--- src/rtl/fft_twiddle_seq.sv ---
// rtl/fft_twiddle_seq.sv - twiddle scheduler for one radix-2 DIF SDF stage of a 64-point FFT
// Tags each sample with its octant-reduced twiddle control word, one output register deep.
module fft_twiddle_seq #(
    parameter int LENGTH = 14,
    parameter int STAGE  = 0
) (
    input  logic              clk,
    input  logic              rst_n,
    input  logic              frame_clr,
    input  logic              in_valid,
    output logic              in_ready,
    input  logic [LENGTH-1:0] in_re,
    input  logic [LENGTH-1:0] in_im,
    output logic              out_valid,
    input  logic              out_ready,
    output logic [LENGTH-1:0] out_re,
    output logic [LENGTH-1:0] out_im,
    output logic              tw_bypass,
    output logic [2:0]        tw_sel,
    output logic [2:0]        tw_oct,
    output logic              tw_mirror,
    output logic [5:0]        out_idx,
    output logic              frame_first,
    output logic              frame_last
);

    localparam int SPAN = 64 >> STAGE;
    localparam logic [5:0] IDX_MASK = 6'(SPAN - 1);
    localparam logic [5:0] HALF     = 6'(SPAN / 2);

    logic [5:0] n_q;
    logic [5:0] m;
    logic [5:0] k;
    logic [2:0] oct;
    logic [2:0] rem;
    logic       bypass_d;
    logic [2:0] sel_d;
    logic       accept;

    assign in_ready = !out_valid || out_ready;
    assign accept   = in_valid && in_ready;

    // Lower butterfly leg gets exponent (m-h)<<STAGE; upper leg is untwiddled.
    always_comb begin
        m = n_q & IDX_MASK;
        k = 6'd0;
        if (m >= HALF) begin
            k = (m - HALF) << STAGE;
        end
    end

    // Odd octants mirror the residual angle so only k'=1..8 constants are needed.
    always_comb begin
        oct      = k[5:3];
        rem      = k[2:0];
        bypass_d = 1'b0;
        sel_d    = 3'd0;
        if (oct[0]) begin
            sel_d = 3'd7 - rem;
        end else if (rem == 3'd0) begin
            bypass_d = 1'b1;
        end else begin
            sel_d = rem - 3'd1;
        end
    end

    always_ff @(posedge clk or negedge rst_n) begin
        if (!rst_n) begin
            n_q <= 6'd0;
        end else if (frame_clr) begin
            n_q <= 6'd0;
        end else if (accept) begin
            n_q <= n_q + 6'd1;
        end
    end

    always_ff @(posedge clk or negedge rst_n) begin
        if (!rst_n) begin
            out_valid   <= 1'b0;
            out_re      <= '0;
            out_im      <= '0;
            tw_bypass   <= 1'b0;
            tw_sel      <= 3'd0;
            tw_oct      <= 3'd0;
            tw_mirror   <= 1'b0;
            out_idx     <= 6'd0;
            frame_first <= 1'b0;
            frame_last  <= 1'b0;
        end else if (accept) begin
            out_valid   <= 1'b1;
            out_re      <= in_re;
            out_im      <= in_im;
            tw_bypass   <= bypass_d;
            tw_sel      <= sel_d;
            tw_oct      <= oct;
            tw_mirror   <= oct[0];
            out_idx     <= n_q;
            frame_first <= (n_q == 6'd0);
            frame_last  <= (n_q == 6'd63);
        end else if (out_ready) begin
            out_valid <= 1'b0;
        end
    end

endmodule

--- config.mk ---
export PLATFORM = sky130hd
export DESIGN_NAME = fft_twiddle_seq
export DESIGN_NICKNAME = d
export VERILOG_FILES = /design/src/rtl/fft_twiddle_seq.sv
export SDC_FILE = /design/constraint.sdc
export NUM_CORES = 1
export LEC_CHECK = 0
export BUFFER_PORTS_ARGS = -buffer_cell sky130_fd_sc_hd__buf_2
export CAP_MARGIN = 5
export CORE_MARGIN = 2
export CORE_UTILIZATION = 30
export DETAILED_ROUTE_END_ITERATION = 7
export GPL_ROUTABILITY_DRIVEN = 0
export GPL_TIMING_DRIVEN = 0
export HOLD_SLACK_MARGIN = 0.12
export PLACE_DENSITY = 0.6
export SLEW_MARGIN = 10
export SYNTH_ARGS = -nofsm -noshare
export SYNTH_HDL_FRONTEND = slang
export SYNTH_SLANG_ARGS = --single-unit
--- constraint.sdc ---
create_clock -name clk -period 1.6 [get_ports clk]
set_clock_uncertainty 0.1 [all_clocks]
set_input_delay 0.16 -clock clk [delete_from_list [all_inputs] [get_ports clk]]
set_output_delay 0.16 -clock clk [all_outputs]
set_load 0.1 [all_outputs]
==> results.toml <==
[cts]
cts_root_buffer = "clkbuf_8"
numCtsBuffers = 5
cts_tree = "done"
clk_latency_ns = 0.29
clkTransAtPathRegs_ns = 0.09
cts_sinks = 50
htreeDepth = 2
cts_buffer_depth = 2

[run]
cap_violations = 0

[route]
via_per_inst = 4.648
post_drt_wl_per_cell_um = 13.82
routed_wl_um = 4905
initialDrtViolationCount = 42
vias = 1650
drcViolationCount = 0
antenna_left = 0
firstDrtPassIters = 4

[timing]
maxSlewHeadroom = 0.5803
fmax_mhz = 651.4
setup_violations = 0
final.setup.worst_slack_ns = 0.06475
post-route-period-util = 0.9595
slew_violations = 0
hold_viol = 0
tightest_slew_ns = 0.6295
finalCriticalPeriod_ns = 1.535
rsz0062_at_grt = "true"

[synthesis]
syn_nets = 194
yosysSeqAreaShare = 0.5984
syn_avg_cell_area_sq_um = 13.15
synth-seq-cells = 50
yosys_warnings = 0
synth_top_area_cell = "dfrtp_1"
syn_inst = 159
synth_area_leaders = "dfrtp_1 60%, mux2_2 17%, o21ai_0 2.6%"
syn_area_sq_mm = 0.002091
synth.distinct_cells = 34
synth_top_area_frac = 0.5984

[min_path]
hold_path.class = "primary input to register"
min_from = "out_ready"
hold_path_end = "frame_first"
min_path_cells = 5

[floorplan]
initial_utilization = 0.3094
die_area_sq_mm = 0.007653
die_x_um = 87.48
coreArea_sq_mm = 0.006756
io_pins = 79
die_h_um = 87.48
fp-row-count = 30

[worst_setup_path]
regToRegEndpoint = "m[4]"
r2r_setup_slack_ns = 0.06
cp_max_fo = 10
criticalPathCategory = "register to register"
reg2reg_from = "out_valid"
rr_worst_depth = 4
required_ns = 1.69
start_kind = "register"
cp-end-kind = "register"
worstPathArrival_ns = 1.62

[grt]
grt_max_degree = 51
grt_overflow = 0
antenna_found_initial = 0
grt_pass1_wl_um = 7838
grtUsageTotal = 0.1315
grt_pass1_vias = 1655

[finish]
fin_area_sq_mm = 0.003162
syn_to_final_growth_pct = 51.23
nNetsFinal = 309
layout-drive-gt1-share = 0.4873
n_fill_cell = 649
antenna_cells = 0

[power]
ir_worst_vdd_mv = 0.4315
power.density_mw_per_mm2 = 1149
p_leak_nw = 1.589

[placement]
dp_hpwl_um = 3110
placed_area_sq_mm = 0.002740
dp_slack_ns = 0.05728
port-buffer-count = 76

[outcome]
outcome = "completed"
-- cells in the final DEF, fill, tap and decap left out, drive strengths merged, types with 2 or more instances in the layout --
cell type    count
a21oi            3
dfrtp           50
nor2b            4
and2             2
nor2             4
nand2b           2
nand4            3
ha               2
o2bb2ai          3
nor3             3
nand2            7
buf             84
inv              5
clkbuf          10
mux2            34
a32o             2
nand3            6
dlygate4sd3     32
o21ai           11
-- synth_stat cells --
| library cell | number |
|---|---|
| a2bb2oi_1 | 1 |
| buf_6 | 1 |
| a32o_1 | 2 |
| a21oi_1 | 3 |
| inv_1 | 3 |
| inv_2 | 1 |
| clkbuf_1 | 2 |
| nor4b_1 | 1 |
| nand4_1 | 3 |
| ha_1 | 2 |
| nand2b_1 | 2 |
| and2_1 | 1 |
| nor2_1 | 4 |
| or4_1 | 1 |
| nand3_1 | 6 |
| a211oi_1 | 1 |
| nand2_2 | 1 |
| buf_4 | 6 |
| mux2_2 | 31 |
| dfrtp_1 | 50 |
| mux2_1 | 3 |
| buf_2 | 1 |
| nor2b_4 | 1 |
| o31ai_1 | 1 |
| nor2b_1 | 3 |
| and2_2 | 1 |
| o21ai_0 | 11 |
| nor3_1 | 3 |
| inv_4 | 1 |
| o21a_1 | 1 |
| nor4_1 | 1 |
| clkbuf_2 | 1 |
| o2bb2ai_1 | 3 |
| nand2_1 | 6 |
-- sequential cells by signal, summed over array words and instances (netlist names) --
name,count
out_re,14
out_im,14
tw_oct,3
m,6
tw_bypass,1
out_valid,1
out_idx,6
tw_sel,3
frame_last,1
frame_first,1
-- worst max-delay path, cell delays in order (launching register included) --
cell and delay, ns:
dfrtp_4 0.48, nor2b_4 0.15, buf_4 0.17, nor3_4 0.18
mux2_2 0.35
-- kinds of logic after synthesis --
kind of cell             Yosys count  synth area share
flip-flops                        50            0.5984
multiplexers                      34            0.1831
AND/OR/NAND/NOR                   34           0.09037
AO/OA/AOI/OAI                     23           0.07062
buffers and inverters             16           0.04548
adder cells (fa/ha/maj)            2           0.01197
-- layout make-up --
class,instances,area [sq um],share of cell area
flip-flops and latches,50,1256,0.3973
multi-input cells,93,882.1,0.2790
repair buffers,108,709.4,0.2244
well taps,80,100.1,0.03166
plain buffers,11,96.34,0.03047
clock buffers,7,86.33,0.02731
inverters,5,26.28,0.008310
clock inverters,1,5.005,0.001583
-- through the flow --
stage	util	hold WS, ns	TNS [ns]	cells	power (mW)
CTS	0.4654	0.01573	0	354	3.683
floorplan	-	-0.2356	-5.106	159	2.609
global route	0.4680	0.2658	-0.00002121	355	3.806
global placement	0.4056	0.2909	0	315	2.837
detailed placement	0.4056	0.2939	0	315	2.848
finish	0.4680	0.2514	0	355	3.633
-- what timing repair did --
item / CTS / global route
setup endpoints to repair: 1 / 2
hold buffers: 31 / 1
gates resized for setup: 1 / 2
setup buffers: 0 / 0
endpoints found under the hold margin: 84 / 50
-- metal layers --
metal	global-route usage	part of all wire
met3	0.03412	0.049
met5	0	0
met4	0.04336	0.0090
met2	0.2169	0.49
met1	0.1677	0.45
-- power breakdown --
group / internal [mW] / switching, mW
clock: 0.350 / 0.401
combinational: 0.350 / 1.09
sequential: 1.38 / 0.0642
-- worst max-delay path by stage --
stage,start,end,slack [ns],cells after the start
floorplan,out_valid,out_idx[2],-0.16,5
global placement,m[1],m[4],0.05,4
detailed placement,m[1],m[4],0.06,4
CTS,out_valid,in_ready,0.0008,3
global route,out_valid,m[4],-0.00002,4
finish,out_valid,m[4],0.06,4
Power figures use the tool's default switching activity.
